===== config.mk =====
export PLATFORM = sky130hd
export DESIGN_NAME = reg_read_stage
export DESIGN_NICKNAME = d
export VERILOG_FILES = /design/src/rtl/reg_read_stage.sv
export SDC_FILE = /design/constraint.sdc
export NUM_CORES = 1
export LEC_CHECK = 0
export CAP_MARGIN = 20
export CORE_MARGIN = 5
export CORE_UTILIZATION = 43
export CTS_CLUSTER_SIZE = 25
export DETAILED_ROUTE_END_ITERATION = 8
export HOLD_SLACK_MARGIN = 0.12
export PLACE_DENSITY = 0.85
export SKIP_CTS_REPAIR_TIMING = 1
export SLEW_MARGIN = 20
export SYNTH_ARGS = -nofsm -noshare
export SYNTH_HDL_FRONTEND = slang
export SYNTH_SLANG_ARGS = --single-unit

===== constraint.sdc =====
create_clock -name clk -period 8.6 [get_ports clk]
set_clock_uncertainty 0.2 [all_clocks]
set_input_delay 1.72 -clock clk [delete_from_list [all_inputs] [get_ports clk]]
set_output_delay 1.72 -clock clk [all_outputs]
set_load 0.02 [all_outputs]

===== src/rtl/reg_read_stage.sv =====
// Register-read stage: drives regfile read ports, bypasses same-cycle
// writebacks over the read data, and holds up to two uops (head + skid)
// toward execute. iss_ready is registered so it has no path from ex_ready.
module reg_read_stage #(
    parameter int NUM_PREGS = 64,
    parameter int NUM_WB    = 2,
    parameter int UOP_W     = 64,
    localparam int PW       = $clog2(NUM_PREGS)
) (
    input  logic                 clk,
    input  logic                 rst,
    input  logic                 flush,
    input  logic                 iss_valid,
    output logic                 iss_ready,
    input  logic [PW-1:0]        iss_src1_preg,
    input  logic [PW-1:0]        iss_src2_preg,
    input  logic [UOP_W-1:0]     iss_uop,
    output logic [PW-1:0]        prf_src1_reg,
    output logic [PW-1:0]        prf_src2_reg,
    input  logic [31:0]          prf_src1_val,
    input  logic [31:0]          prf_src2_val,
    input  logic [NUM_WB-1:0]    wb_valid,
    input  logic [NUM_WB*PW-1:0] wb_preg,
    input  logic [NUM_WB*32-1:0] wb_data,
    output logic                 ex_valid,
    input  logic                 ex_ready,
    output logic [UOP_W-1:0]     ex_uop,
    output logic [31:0]          ex_src1_val,
    output logic [31:0]          ex_src2_val
);

    typedef enum logic [1:0] {EMPTY, ONE, TWO} state_t;

    state_t             state, state_next;
    logic               ready_q;
    logic               accept, drain;
    logic               load_h, load_s, move_s;
    logic [31:0]        op1, op2;
    logic [UOP_W-1:0]   h_uop, s_uop;
    logic [31:0]        h_v1, h_v2, s_v1, s_v2;

    assign prf_src1_reg = iss_src1_preg;
    assign prf_src2_reg = iss_src2_preg;

    assign iss_ready   = ready_q;
    assign ex_valid    = (state != EMPTY);
    assign ex_uop      = h_uop;
    assign ex_src1_val = h_v1;
    assign ex_src2_val = h_v2;

    assign accept = iss_valid & ready_q;
    assign drain  = ex_valid & ex_ready;

    // Operand select: later (higher-index) writeback ports override earlier ones
    always_comb begin
        op1 = prf_src1_val;
        op2 = prf_src2_val;
        for (int unsigned i = 0; i < NUM_WB; i++) begin
            if (wb_valid[i] && (wb_preg[i*PW +: PW] == iss_src1_preg))
                op1 = wb_data[i*32 +: 32];
            if (wb_valid[i] && (wb_preg[i*PW +: PW] == iss_src2_preg))
                op2 = wb_data[i*32 +: 32];
        end
    end

    // Next-state and storage write enables; flush overrides accept and drain
    always_comb begin
        state_next = state;
        load_h     = 1'b0;
        load_s     = 1'b0;
        move_s     = 1'b0;
        if (flush) begin
            state_next = EMPTY;
        end else begin
            unique case (state)
                EMPTY: begin
                    if (accept) begin
                        state_next = ONE;
                        load_h     = 1'b1;
                    end
                end
                ONE: begin
                    if (accept && !drain) begin
                        state_next = TWO;
                        load_s     = 1'b1;
                    end else if (accept && drain) begin
                        load_h     = 1'b1;
                    end else if (drain) begin
                        state_next = EMPTY;
                    end
                end
                TWO: begin
                    if (drain) begin
                        state_next = ONE;
                        move_s     = 1'b1;
                    end
                end
                default: state_next = EMPTY;
            endcase
        end
    end

    // State register; iss_ready is registered from the next state
    always_ff @(posedge clk or posedge rst) begin
        if (rst) begin
            state   <= EMPTY;
            ready_q <= 1'b1;
        end else begin
            state   <= state_next;
            ready_q <= (state_next != TWO);
        end
    end

    // Head/skid payload registers; operands are frozen at accept
    always_ff @(posedge clk or posedge rst) begin
        if (rst) begin
            h_uop <= '0;
            h_v1  <= '0;
            h_v2  <= '0;
            s_uop <= '0;
            s_v1  <= '0;
            s_v2  <= '0;
        end else begin
            if (load_h) begin
                h_uop <= iss_uop;
                h_v1  <= op1;
                h_v2  <= op2;
            end else if (move_s) begin
                h_uop <= s_uop;
                h_v1  <= s_v1;
                h_v2  <= s_v2;
            end
            if (load_s) begin
                s_uop <= iss_uop;
                s_v1  <= op1;
                s_v2  <= op2;
            end
        end
    end

endmodule


==> results.md <==
- CTS tree: yes
- Setup repair after global routing missed its margin: no
- Distinct cell type count after synthesis: 34
- Global router's overall resource usage: between 20% and 30%
- Clock latency of the later-clocked register in the worst-skew pair: 0.53 ns
- Antenna violation net count after detailed routing: 0
- Sort of element at the end of the critical path: primary output
- Post-Place Cell Area: between 15000 and 20000 um2
- Deepest clock path buffer count: 3
- Master of the slowest instance on the critical path: sky130_fd_sc_hd__clkdlybuf4s50_1
- Worst min-delay path category: flip-flop to flip-flop
- DIE AREA: 32300 um2
- Core region area: ~29000 um2
- Fraction of the yosys area taken by sequential cells: between 50% and 60%
- Setup-failing EPs final: 0
- Via Count: between 10000 and 15000
- P per Cell Area: between 200 and 250 nW/um2
- Commonest cells post-synth: 387 x sky130_fd_sc_hd__nand2_1, 258 x sky130_fd_sc_hd__dfrtp_1, 89 x sky130_fd_sc_hd__a22oi_1, 80 x sky130_fd_sc_hd__o21ai_0, 78 x sky130_fd_sc_hd__clkbuf_1
- Critical path type: primary input to primary output
- GP Congestion: around 0.87
- Combined area of the multi-input logic cells: between 5000 and 6000 um2
- Critical path, cell by cell: clkdlybuf4s50_1 > clkdlybuf4s50_1
- Area of the mapped netlist: between 10000 and 15000 um2
- Floorplan die height: 180 um
- H-tree level count: 1
- Starting DRC count in detailed routing: 945
- Synthesized net count: ~1500
- Max-cap viol count: 0
- Async SR Flop Fraction: 100%
- Std-Cell Rows: 62
- Worst slack, placed: roughly 3.6 ns
- Fmax: 207 MHz
- Mean number of vias per cell: between 5 and 6
- Synth warnings: 0
- Initial antenna violation count: 4
- Die X: roughly 180 um
- Hpwl dp: approximately 28 mm
- Non-Filler Cell Area, Final: roughly 17000 um2
- First-pass GRT wire length: roughly 66 mm
- Slew headroom: ~29%
- Tightest Pin Transition: around 1.1 ns
- I/O Pins: between 300 and 400
- Mean instance size in the synthesized netlist: a little under 10 um2
- Mean routed wirelength per cell: between 20 and 25 um
- Total congestion overflow: 0
- Data required time of the critical path: about 6.7 ns
- Worst setup margin: around 3.8 ns
- Maximum net fanout on the critical path: 3
- Cts bufs inserted: 27
- Share of the cycle needed by the critical path after routing: about 56%
- Family with the most delay on the worst path: buffers and inverters
- Post-layout net count: between 1500 and 2000
- Setup TNS Final: 0 ns
- Max Slew Vio Count: 0
- Top cells by area, synth: sky130_fd_sc_hd__dfrtp_1 52%, sky130_fd_sc_hd__nand2_1 12%, sky130_fd_sc_hd__a221oi_2 7.3%
- Area overhead of the layout relative to synthesis: 37.8%
- Final Routed Wirelength: 41.6 mm
- Hold violation total from the final report: 0
- Library cell occupying the most area in the post-synthesis netlist: sky130_fd_sc_hd__dfrtp_1
- Final min period: 4.83 ns
- Most common flop cell mapped by yosys: sky130_fd_sc_hd__dfrtp_1
- Starting utilization of the core area: approximately 43%
- Via count of the first global-routing pass: roughly 12000
- Share of cells above drive strength 1: 8.65%
- Max rail drop VDD: 131 uV
- Leakage power: slightly above 7 nW
- Power Total: roughly 3.8 mW
- Flip-flop and latch count after synthesis: approximately 260
- Number of flops mapped to enable cells by yosys: 0
- Post-synth top area share: a little over half
- Result of the run: completed
- Final standard cell utilization of the core: between 50% and 60%
- Total of fill cells in the finished design: ~2400
- Most common cell in the netlist: sky130_fd_sc_hd__nand2_1
- Number of buffer and inverter instances along the worst setup path: 2
- Clock root cell: sky130_fd_sc_hd__clkbuf_16
- Clk sink count: approximately 260
- Data arrival time of the critical path: between 2 and 3 ns
- Type of element launching the critical path: primary input
- Cells after Synth: between 1000 and 1500
- Count of buffers inserted at the top-level ports: about 360
- Maximum number of pins on one net before global-route repair: about 160
- Sequential standard cell area: about 6500 um2
- Slowest cell delay on critical path: 0.65 ns
- Count of TritonRoute iterations in the first routing pass: 5
- Cell mode on critical path: sky130_fd_sc_hd__clkdlybuf4s50_1
- Worst-path clk slew: around 0.06 ns
- DRC Markers: 0
==> path summary, 6_finish.rpt <==
| path | from | endpoint | slack (ns) | depth (start not counted) |
|---|---|---|---|---|
| setup / recovery | iss_src1_preg[0] | prf_src1_reg[0] | 3.77 | 2 |
| hold / removal | ex_uop[8] | ex_uop[8] | 0.27 | 2 |
| setup reg to reg | state[0] | ex_uop[30] | 5.49 | 7 |
| hold reg to reg | ex_uop[8] | ex_uop[8] | 0.27 | 2 |
| max in group asynchronous | rst | s_v1[4] | 5.30 | 3 |
| min in group asynchronous | rst | s_v2[6] | 1.51 | 2 |
==> report_power, final <==
group | switching [mW] | internal (mW) | total (mW) | leakage [nW]
clock network | 0.481 | 0.689 | 1.17 | 0.446
registers | 0.162 | 1.50 | 1.66 | 3.26
logic | 0.497 | 0.455 | 0.953 | 3.53
==> per-stage QoR <==
stage	instances	hold WS [ns]
global route	1972	0.289
finish	1972	0.273
global placement	1920	0.257
floorplan	1272	0.247
detailed placement	1920	0.261
CTS	1968	0.276
==> flip-flops by register name, summed over array words and instances, names as in the netlist <==
| name | count |
|---|---|
| s_uop | 64 |
| iss_ready | 1 |
| ex_uop | 64 |
| state | 2 |
| ex_src2_val | 32 |
| s_v1 | 32 |
| ex_src1_val | 32 |
| s_v2 | 32 |
==> placed cells by master (no fill, tap or decap), types with 2 or more instances in the layout <==
master | netlist | routed
sky130_fd_sc_hd__o21ai_0 | 80 | 80
sky130_fd_sc_hd__a221oi_1 | 4 | 4
sky130_fd_sc_hd__o31ai_1 | 50 | 50
sky130_fd_sc_hd__clkbuf_1 | 78 | 3
sky130_fd_sc_hd__nand2_1 | 387 | 386
sky130_fd_sc_hd__a221oi_2 | 60 | 60
sky130_fd_sc_hd__clkbuf_16 | 0 | 27
sky130_fd_sc_hd__clkinvlp_4 | 0 | 2
sky130_fd_sc_hd__buf_4 | 12 | 14
sky130_fd_sc_hd__nor2_4 | 0 | 4
sky130_fd_sc_hd__xnor2_1 | 20 | 20
sky130_fd_sc_hd__a22oi_1 | 89 | 89
sky130_fd_sc_hd__clkdlybuf4s50_1 | 0 | 364
sky130_fd_sc_hd__xor2_1 | 5 | 5
sky130_fd_sc_hd__and2_1 | 33 | 32
sky130_fd_sc_hd__diode_2 | 0 | 4
sky130_fd_sc_hd__nor2b_1 | 2 | 2
sky130_fd_sc_hd__nand3_1 | 4 | 4
sky130_fd_sc_hd__mux2i_1 | 39 | 39
sky130_fd_sc_hd__clkinv_2 | 0 | 5
sky130_fd_sc_hd__o21ai_1 | 38 | 38
sky130_fd_sc_hd__o22ai_1 | 39 | 39
sky130_fd_sc_hd__dfrtp_1 | 258 | 258
sky130_fd_sc_hd__or2_2 | 3 | 3
sky130_fd_sc_hd__nor4_4 | 1 | 2
sky130_fd_sc_hd__nand4_1 | 2 | 2
sky130_fd_sc_hd__nor2_1 | 31 | 27
sky130_fd_sc_hd__clkbuf_8 | 0 | 10
==> kinds of logic after synthesis <==
kind of cell,Yosys count,synth area share (%)
and+or+nand+nor,471,15.5
AOI/OAI and AO/OA,361,22.8
DFF,259,52.4
buffers and inverters,117,4.40
muxes,39,3.15
xor gates and xnor gates,25,1.77
==> layout make-up <==
class | instances | area share [%]
inverters | 2 | 0.0660
well taps | 384 | 2.82
diodes | 4 | 0.0587
flip-flops and latches | 259 | 38.0
repair buffers | 379 | 22.1
clock buffers | 40 | 4.83
multi-input cells | 896 | 31.7
clock inverters | 8 | 0.418
==> metal layers <==
| layer | GRT usage (%) | share of wire (%) | wire, um |
|---|---|---|---|
| met4 | 9.60 | 3.6 | 1520 |
| met5 | 0 | 0 | 0 |
| met1 | 32.3 | 40 | 16700 |
| met3 | 4.85 | 7.6 | 3160 |
| met2 | 41.0 | 49 | 20200 |
No activity file was read; power rests on OpenSTA's default activity.
